### src/rtl/paddle_game_ctrl.sv
// Paddle playfield game controller: button debounce, paddle direction levels,
// frame-divided update strobe and the serve/play/game-over state machine with lives.
module paddle_game_ctrl #(
    parameter int DEBOUNCE_CYCLES = 250000,
    parameter int FRAME_DIV       = 1,
    parameter int LIVES           = 3
) (
    input  logic       clck,
    input  logic       rst_n,
    input  logic       frame_start,
    input  logic       btn_left,
    input  logic       btn_right,
    input  logic       btn_start,
    input  logic       ball_miss,
    output logic       left,
    output logic       right,
    output logic       update,
    output logic       serve,
    output logic [1:0] lives,
    output logic [1:0] state
);

    localparam int CW = $clog2(DEBOUNCE_CYCLES + 1);
    localparam logic [CW-1:0] CNT_LAST  = CW'(DEBOUNCE_CYCLES - 1);
    localparam logic [CW-1:0] CNT_ONE   = CW'(1);
    localparam logic [CW-1:0] CNT_ZERO  = {CW{1'b0}};
    localparam logic [3:0]    FDIV_LAST = 4'(FRAME_DIV - 1);
    localparam logic [1:0]    LIVES_INIT = 2'(LIVES);

    typedef enum logic [1:0] {
        ST_IDLE  = 2'd0,
        ST_SERVE = 2'd1,
        ST_PLAY  = 2'd2,
        ST_OVER  = 2'd3
    } state_t;

    // Bit 0 = left, bit 1 = right, bit 2 = start.
    logic [2:0]    raw_s;
    logic [2:0]    sync1_r;
    logic [2:0]    sync2_r;
    logic [2:0]    db_r;
    logic [CW-1:0] cnt_r [3];

    logic          db_start_d_r;
    logic          start_edge_r;

    state_t        state_r;
    state_t        nxt_state_s;
    logic [1:0]    lives_r;
    logic [1:0]    nxt_lives_s;
    logic          nxt_serve_s;
    logic          serve_r;
    logic          movable_s;
    logic          nxt_movable_s;
    logic [3:0]    fcnt_r;
    logic          update_r;
    logic          left_r;
    logic          right_r;

    function automatic logic [1:0] lives_dec(input logic [1:0] cur);
        return (cur == 2'd0) ? 2'd0 : (cur - 2'd1);
    endfunction

    assign raw_s = {btn_start, btn_right, btn_left};

    // Two-flop synchroniser for the asynchronous buttons.
    always_ff @(posedge clck or negedge rst_n) begin
        if (!rst_n) begin
            sync1_r <= 3'b000;
            sync2_r <= 3'b000;
        end else begin
            sync1_r <= raw_s;
            sync2_r <= sync1_r;
        end
    end

    // Per-button stability counter; the debounced value flips only after a full stable run.
    always_ff @(posedge clck or negedge rst_n) begin
        if (!rst_n) begin
            db_r <= 3'b000;
            for (int i = 0; i < 3; i++) begin
                cnt_r[i] <= CNT_ZERO;
            end
        end else begin
            for (int i = 0; i < 3; i++) begin
                if (sync2_r[i] == db_r[i]) begin
                    cnt_r[i] <= CNT_ZERO;
                end else if (cnt_r[i] == CNT_LAST) begin
                    db_r[i]  <= ~db_r[i];
                    cnt_r[i] <= CNT_ZERO;
                end else begin
                    cnt_r[i] <= cnt_r[i] + CNT_ONE;
                end
            end
        end
    end

    // Registered one-cycle start event on the debounced rising edge.
    always_ff @(posedge clck or negedge rst_n) begin
        if (!rst_n) begin
            db_start_d_r <= 1'b0;
            start_edge_r <= 1'b0;
        end else begin
            db_start_d_r <= db_r[2];
            start_edge_r <= db_r[2] & ~db_start_d_r;
        end
    end

    assign movable_s     = (state_r == ST_SERVE) || (state_r == ST_PLAY);
    assign nxt_movable_s = (nxt_state_s == ST_SERVE) || (nxt_state_s == ST_PLAY);

    // Next-state and lives decode; a miss in PLAY takes priority over start.
    always_comb begin
        nxt_state_s = state_r;
        nxt_lives_s = lives_r;
        nxt_serve_s = 1'b0;
        case (state_r)
            ST_IDLE: begin
                if (start_edge_r) begin
                    nxt_state_s = ST_SERVE;
                    nxt_lives_s = LIVES_INIT;
                end else begin
                    nxt_state_s = ST_IDLE;
                end
            end
            ST_SERVE: begin
                if (start_edge_r) begin
                    nxt_state_s = ST_PLAY;
                    nxt_serve_s = 1'b1;
                end else begin
                    nxt_state_s = ST_SERVE;
                end
            end
            ST_PLAY: begin
                if (ball_miss) begin
                    if (lives_r > 2'd1) begin
                        nxt_state_s = ST_SERVE;
                        nxt_lives_s = lives_dec(lives_r);
                    end else begin
                        nxt_state_s = ST_OVER;
                        nxt_lives_s = 2'd0;
                    end
                end else begin
                    nxt_state_s = ST_PLAY;
                end
            end
            ST_OVER: begin
                nxt_lives_s = 2'd0;
                if (start_edge_r) begin
                    nxt_state_s = ST_IDLE;
                end else begin
                    nxt_state_s = ST_OVER;
                end
            end
            default: begin
                nxt_state_s = ST_IDLE;
                nxt_lives_s = 2'd0;
            end
        endcase
    end

    // Game state machine with registered serve pulse and frame-divided update strobe.
    always_ff @(posedge clck or negedge rst_n) begin
        if (!rst_n) begin
            state_r  <= ST_IDLE;
            lives_r  <= 2'd0;
            serve_r  <= 1'b0;
            fcnt_r   <= 4'd0;
            update_r <= 1'b0;
        end else begin
            state_r <= nxt_state_s;
            lives_r <= nxt_lives_s;
            serve_r <= nxt_serve_s;
            if (!nxt_movable_s) begin
                fcnt_r   <= 4'd0;
                update_r <= 1'b0;
            end else if (frame_start) begin
                if (fcnt_r >= FDIV_LAST) begin
                    fcnt_r   <= 4'd0;
                    update_r <= 1'b1;
                end else begin
                    fcnt_r   <= fcnt_r + 4'd1;
                    update_r <= 1'b0;
                end
            end else begin
                update_r <= 1'b0;
            end
        end
    end

    // Direction levels; opposing buttons cancel each other.
    always_ff @(posedge clck or negedge rst_n) begin
        if (!rst_n) begin
            left_r  <= 1'b0;
            right_r <= 1'b0;
        end else begin
            left_r  <= db_r[0] & ~db_r[1] & movable_s;
            right_r <= db_r[1] & ~db_r[0] & movable_s;
        end
    end

    assign left   = left_r;
    assign right  = right_r;
    assign update = update_r;
    assign serve  = serve_r;
    assign lives  = lives_r;
    assign state  = state_r;

endmodule

### config.mk
export PLATFORM = sky130hd
export DESIGN_NAME = paddle_game_ctrl
export DESIGN_NICKNAME = d
export VERILOG_FILES = /design/src/rtl/paddle_game_ctrl.sv
export SDC_FILE = /design/constraint.sdc
export NUM_CORES = 1
export LEC_CHECK = 0
export CORE_ASPECT_RATIO = 1.25
export CORE_MARGIN = 8
export CORE_UTILIZATION = 34
export CTS_CLUSTER_DIAMETER = 50
export DETAILED_ROUTE_END_ITERATION = 8
export PLACE_DENSITY_LB_ADDON = 0.15
export SETUP_SLACK_MARGIN = 0.02
export SLEW_MARGIN = 25
export SYNTH_ARGS = -nofsm -noshare
export SYNTH_HDL_FRONTEND = slang
export SYNTH_SLANG_ARGS = --single-unit
### constraint.sdc
create_clock -name clck -period 3.25 [get_ports clck]
set_input_delay 0.325 -clock clck [delete_from_list [all_inputs] [get_ports clck]]
set_output_delay 0.325 -clock clck [all_outputs]
set_load 0.05 [all_outputs]
Word level (Yosys, flattened, before mapping):

Index checks and enable logic that the tools add are counted.

* logic and storage cells: 84
* bits of input ports: 7
* register bits after elaboration: 77

* eq/ne operators: 14
* multiplexer cells: 25
* bitwise operators: 12
* $lt $le $gt $ge: 2
* reductions and logical operators: 9
* add/sub/neg operators: 5

Operator list (number)
* 18-bit two-way mux: 6
* 18-bit by 1-bit adder with 18-bit output, second input constant: 3
* 18-bit equality test, second input constant: 3
* 2-bit two-way mux: 8
* 4-bit two-way mux: 3
* 2-bit case mux with 4 select lines: 1
* 1-bit inverter: 7
* 2-bit equality test, second input constant: 3
* 1-bit two-way mux: 6
* 2-bit != test, second input constant: 3
* 2-bit case mux with 3 select lines: 1
* 2-bit AND reduction: 3
* 1-bit bitwise AND: 5
* 4-bit by 1-bit adder with 4-bit output, second input constant: 1
* 2-bit by 1-bit equality test with 1-bit output, second input constant: 2
* 4-bit by 1-bit >= comparator with 1-bit output, second input constant: 1
* 2-bit logical NOT: 2
* 1-bit equality test: 3
* 3-bit AND reduction: 1
* 3-bit nonzero test: 1
* 2-bit by 1-bit > comparator with 1-bit output, second input constant: 1
* 1-bit logical OR: 2
* 2-bit by 1-bit subtractor with 2-bit output, second input constant: 1

Longest topological paths before layout:

* depth in word-level cells: 7
* depth in mapped cells: 6

Worst setup path after synthesis:

OpenSTA, ideal clock, no wires.

* path type: register to register
* from: register state_r[1] (netlist: state[1])
* to: register update_r (netlist: update)
* buffers on the path: 0
* cell stages (with the launch flop): 6
* data arrival time: 1775 ps
* setup slack: 1355 ps
* period minus slack after synthesis: 1895 ps
* setup time: 120 ps
* path through: dfrtp_1 > ha_1 > a21bo_2 > a21oi_1 > and3b_1 > a41o_1

* cells in the longest elaborated chain, start to end: 5
* elaborated cells between the ends (all ways): 9

Ends and longest elaborated chain
* from (decl): RTL line 47 `state_t state_r;`
* from (signal assigned): RTL line 171 `state_r <= nxt_state_s;`
* 2-bit equality test (tied with other cells): RTL line 117 `case (state_r)`
* 2-bit case mux with 4 select lines (*): RTL line 117
* net nxt_state_s[1]: RTL line 48 `state_t nxt_state_s;`
* 2-bit by 1-bit equality test with 1-bit output or 2-bit equality test (tied branches): RTL line 110 `assign nxt_movable_s = (nxt_state_s == ST_SERVE) || (nxt_state_s == ST_PLAY);`
* 1-bit logical OR (*): RTL line 110
* 1-bit two-way mux (*): RTL line 174 `if (!nxt_movable_s) begin`
* to (signal assigned): RTL line 176 `update_r <= 1'b0;`
* to (signal assigned): RTL line 180 `update_r <= 1'b1;`
* to (signal assigned): RTL line 183 `update_r <= 1'b0;`
* to (decl): RTL line 56 `logic update_r;`

The timed path passes the listed nets; every way through them passes the cells marked *.
A chain may end at the register's enable or synchronous reset.

Worst setup path in the final report:

* from: register cnt_r[18] (netlist name)
* to: register cnt_r[25] (netlist name)

* cells in the longest elaborated chain, start to end: 3
* elaborated cells between the ends (all ways): 4

Ends and longest elaborated chain
* from (decl): RTL line 42 `logic [CW-1:0] cnt_r [3];`
* from (signal, indexed assignment): RTL line 92 `cnt_r[i] <= cnt_r[i] + CNT_ONE;`
* 18-bit by 1-bit adder with 18-bit output or 18-bit equality test (tied branches): RTL line 92, 88
* 18-bit two-way mux (*): RTL line 88 `end else if (cnt_r[i] == CNT_LAST) begin`
* 18-bit two-way mux (*): RTL line 86 `if (sync2_r[i] == db_r[i]) begin`

Mark *: on every way between the ends. The rest lies on a longest branch, timed or not.

==> impl_results.html <==
<table>
<tr><th>Metric</th><th>Value</th></tr>
<tr><th colspan="2">Outcome</th></tr>
<tr><td>Run status</td><td>complete, no violations</td></tr>
<tr><th colspan="2">Synthesis</th></tr>
<tr><td>Synthesized net count</td><td>353</td></tr>
<tr><td>Mean post-synth cell area</td><td>10.28 µm²</td></tr>
<tr><td>Count of cell types in the netlist</td><td>37</td></tr>
<tr><td>Count of state elements after synthesis</td><td>73</td></tr>
<tr><td>Top flip-flop cell by instance count after synthesis</td><td>dfrtp_1</td></tr>
<tr><td>Async set-reset flop share out of synthesis</td><td>1.000</td></tr>
<tr><td>Area contributors post-synth</td><td>dfrtp_1, xnor2_1, nor2_1</td></tr>
<tr><td>Fraction of post-synthesis cell area in the top cell type by area</td><td>0.5240</td></tr>
<tr><td>Number of synthesized flops with an enable pin</td><td>0</td></tr>
<tr><td>Warnings, synthesis</td><td>0</td></tr>
<tr><td>Cell type contributing the most total cell area after synthesis</td><td>dfrtp_1</td></tr>
<tr><td>Number of cells produced by synthesis</td><td>339</td></tr>
<tr><td>Sequential cell area fraction in the yosys report</td><td>0.5240</td></tr>
<tr><td>Mapped Area</td><td>3486 µm²</td></tr>
<tr><th colspan="2">Place</th></tr>
<tr><td>Number of input and output port buffers inserted</td><td>14</td></tr>
<tr><td>Cell total after placement</td><td>476</td></tr>
<tr><td>Dpl hpwl</td><td>4324 µm</td></tr>
<tr><td>Total placed instance area</td><td>3744 µm²</td></tr>
<tr><td>Pre-CTS worst setup slack</td><td>1.074 ns</td></tr>
<tr><td>Routability-driven placement congestion ratio</td><td>0.7536</td></tr>
<tr><th colspan="2">Critical path</th></tr>
<tr><td>Start of the worst register-to-register path</td><td>cnt_r[18]$_DFF_PN0_</td></tr>
<tr><td>Critical Path End Type</td><td>flop</td></tr>
<tr><td>Maximum fanout count along the critical path</td><td>18</td></tr>
<tr><td>Endpoint of the most critical setup path</td><td>cnt_r[25]$_DFF_PN0_</td></tr>
<tr><td>Kind of start point of the critical path</td><td>flop</td></tr>
<tr><td>WP data required</td><td>3.43 ns</td></tr>
<tr><td>Slack of the worst reg-to-reg path</td><td>1.12 ns</td></tr>
<tr><td>Data arrival at the endpoint of the critical path</td><td>2.31 ns</td></tr>
<tr><td>Setup CP Type</td><td>flop to flop</td></tr>
<tr><td>Capture instance of the worst register-to-register path</td><td>cnt_r[25]$_DFF_PN0_</td></tr>
<tr><td>Path depth of the worst reg2reg path</td><td>4</td></tr>
<tr><td>Startpoint of the worst setup timing path</td><td>cnt_r[18]$_DFF_PN0_</td></tr>
<tr><th colspan="2">Pwr</th></tr>
<tr><td>Power spent charging and discharging nets</td><td>0.4353 mW</td></tr>
<tr><td>Combinational Power Share</td><td>0.029</td></tr>
<tr><td>Flop pwr share</td><td>0.455</td></tr>
<tr><td>Clock group share of total power</td><td>0.516</td></tr>
<tr><td>Internal power component</td><td>1.618 mW</td></tr>
<tr><td>Cell leakage power</td><td>1.672 nW</td></tr>
<tr><td>Post-route total power</td><td>2.053 mW</td></tr>
<tr><td>Net switching fraction of the power</td><td>0.2121</td></tr>
<tr><td>Maximum vdd ir drop</td><td>0.3134 mV</td></tr>
<tr><td>Power density over the cells</td><td>501.3 nW/µm²</td></tr>
<tr><th colspan="2">STA</th></tr>
<tr><td>Minimum clock period after layout</td><td>2.131 ns</td></tr>
<tr><td>Remaining max-slew budget at the tightest pin</td><td>0.3692</td></tr>
<tr><td>Highest achievable clock rate</td><td>0.4693 GHz</td></tr>
<tr><td>Setup repair after global routing missed its margin</td><td>no</td></tr>
<tr><td>Hold violation total from the final report</td><td>0</td></tr>
<tr><td>Smallest setup slack after layout</td><td>1.119 ns</td></tr>
<tr><td>Setup Skew</td><td>0.006034 ns</td></tr>
<tr><td>Hold_ws</td><td>0.3496 ns</td></tr>
<tr><td>Final setup viols</td><td>0</td></tr>
<tr><td>Tcrit/Tclk final</td><td>0.6557</td></tr>
<tr><td>Actual transition at the worst max-transition pin</td><td>0.9430 ns</td></tr>
<tr><td>Final sum of negative setup slack</td><td>0 ns</td></tr>
<tr><td>Slew Viols, Final</td><td>0</td></tr>
<tr><th colspan="2">Finish</th></tr>
<tr><td>Register cell area after layout</td><td>1827 µm²</td></tr>
<tr><td>Proportion of layout cells with a drive suffix above 1</td><td>0.07671</td></tr>
<tr><td>Commonest non-fill, non-tap cells in the layout</td><td>dfrtp_1, nor2_1, xnor2_1, nor4_1, nand4_1</td></tr>
<tr><td>Post-route cell area</td><td>4095 µm²</td></tr>
<tr><td>Cell Count, Final, Fillers Out</td><td>494</td></tr>
<tr><td>Number of nets in the layout</td><td>374</td></tr>
<tr><td>Diode count</td><td>0</td></tr>
<tr><td>Most frequent standard cell in the layout excluding fill and tap cells</td><td>dfrtp_1</td></tr>
<tr><td>Area of the multi-input gates</td><td>1580 µm²</td></tr>
<tr><td>Area Growth Syn to Fin</td><td>17.48%</td></tr>
<tr><td>Fillers</td><td>1030</td></tr>
<tr><td>Final design utilization</td><td>0.4073</td></tr>
<tr><th colspan="2">Global routing</th></tr>
<tr><td>Vias in the first global route</td><td>2419</td></tr>
<tr><td>First-pass GRT wire length</td><td>11440 µm</td></tr>
<tr><td>Maximum number of pins on one net before global-route repair</td><td>74</td></tr>
<tr><td>Number of antenna violations at the first check in global routing</td><td>0</td></tr>
<tr><td>Total global-route track usage</td><td>0.1037</td></tr>
<tr><td>GR Overflow Total</td><td>0</td></tr>
<tr><th colspan="2">Clock tree</th></tr>
<tr><td>CTS tree</td><td>built</td></tr>
<tr><td>Clk_lat worst skew</td><td>0.33 ns</td></tr>
<tr><td>Post-CTS setup-driven buffer insertion count</td><td>0</td></tr>
<tr><td>Number of sinks driven by the clock tree</td><td>73</td></tr>
<tr><td>CTS Buf Count</td><td>9</td></tr>
<tr><td>Post-CTS resize count</td><td>0</td></tr>
<tr><td>Clk Tree Root Cell</td><td>clkbuf_16</td></tr>
<tr><td>Maximum root-to-sink buffer count</td><td>2</td></tr>
<tr><td>Post-CTS clock slew at the launch and capture registers of the worst setup and hold paths</td><td>0.06 ns</td></tr>
<tr><td>Number of levels in the clock H-tree</td><td>3</td></tr>
<tr><td>Cts hold-fix bufs</td><td>0</td></tr>
<tr><th colspan="2">Floorplan</th></tr>
<tr><td>Initial Util</td><td>0.3467</td></tr>
<tr><td>IO Count</td><td>15</td></tr>
<tr><td>Core ar.</td><td>10050 µm²</td></tr>
<tr><td>Chip Height</td><td>129.2 µm</td></tr>
<tr><td>Standard-cell rows</td><td>41</td></tr>
<tr><td>Die outline area</td><td>13770 µm²</td></tr>
<tr><td>Die X-Extent</td><td>106.6 µm</td></tr>
<tr><th colspan="2">Route</th></tr>
<tr><td>1st-pass router iterations</td><td>4</td></tr>
<tr><td>Via Count</td><td>2445</td></tr>
<tr><td>WL/cell</td><td>13.21 µm</td></tr>
<tr><td>ANT nets after route</td><td>0</td></tr>
<tr><td>Mean number of vias per cell</td><td>4.949</td></tr>
<tr><td>Wire length reported by the detailed router</td><td>6525 µm</td></tr>
<tr><td>Starting DRC count in detailed routing</td><td>55</td></tr>
<tr><td>Drt drc</td><td>0</td></tr>
<tr><th colspan="2">Job</th></tr>
<tr><td>Max cap viols</td><td>0</td></tr>
<tr><th colspan="2">Hold path</th></tr>
<tr><td>Hold Path Class</td><td>flop to flop</td></tr>
</table>
[critical path, cell delays in order, from the launching register on]
cell	delay [ns]
dfrtp_1	0.40
ha_1	0.20
nand3_1	0.32
o41ai_4	0.94
nor2_1	0.12
[routing by layer]
layer	routed length (µm)	share of wire	vias up	global-route usage
li1	-	-	1225	-
met1	3077	0.47	1179	0.1234
met2	3048	0.47	27	0.1656
met3	244	0.037	14	0.03080
met4	154	0.024	0	0.05477
met5	0	0	-	0
[synth_stat cells (3+ instances only)]
cell type,n
xor2_1,14
mux2_2,3
nand4_1,20
nor3_1,11
nand2_1,19
nand3_1,17
xnor2_1,34
ha_1,7
nor2b_1,4
o21ai_0,3
nor2_1,67
buf_2,3
a21oi_1,5
and4_1,3
inv_1,10
dfrtp_1,73
nor4_1,21
[power groups by stage]
| stage | Combinational [mW] | Sequential (mW) | Clock, mW |
|---|---|---|---|
| after floorplan | 0.0278 | 0.948 | 0 |
| after global placement | 0.0581 | 0.950 | 0 |
| after detailed placement | 0.0584 | 0.950 | 0 |
| after CTS | 0.0585 | 0.934 | 1.09 |
| after global routing | 0.0693 | 0.935 | 1.13 |
| final | 0.0592 | 0.934 | 1.06 |
[registers in the layout, indices dropped and copies added (netlist names)]
signal,flops
cnt_r,54
db_r,3
db_start_d_r,1
left,1
lives,2
right,1
serve,1
start_edge_r,1
state,2
sync1_r,3
sync2_r,3
update,1
[cells by family after synthesis]
family | Yosys count | share of synthesized area
fa+ha+maj | 7 | 0.02512
mux | 5 | 0.01543
compound gates | 16 | 0.04235
buf+inv | 16 | 0.02261
xor+xnor | 48 | 0.1206
flops | 73 | 0.5240
simple gates | 174 | 0.2498
[cell type report]
class / instances / area share
clock buffers: 10 / 0.05591
clock inverters: 6 / 0.02261
inverters: 10 / 0.009166
multi-input cells: 250 / 0.3859
flip-flops and latches: 73 / 0.4461
well taps: 129 / 0.03941
repair buffers: 16 / 0.04094
[worst min path at each step]
stage / to / slack, ns / depth (start not counted) / from
floorplan: cnt_r[0]$_DFF_PN0_ / 0.03 / 0 / rst_n
global placement: sync2_r[0]$_DFF_PN0_ / 0.34 / 0 / sync1_r[0]$_DFF_PN0_
detailed placement: sync2_r[0]$_DFF_PN0_ / 0.34 / 0 / sync1_r[0]$_DFF_PN0_
CTS: cnt_r[16]$_DFF_PN0_ / 0.18 / 1 / rst_n
global route: sync2_r[2]$_DFF_PN0_ / 0.36 / 0 / sync1_r[2]$_DFF_PN0_
finish: sync2_r[0]$_DFF_PN0_ / 0.35 / 0 / sync1_r[0]$_DFF_PN0_
No activity file was read; power rests on OpenSTA's default activity.
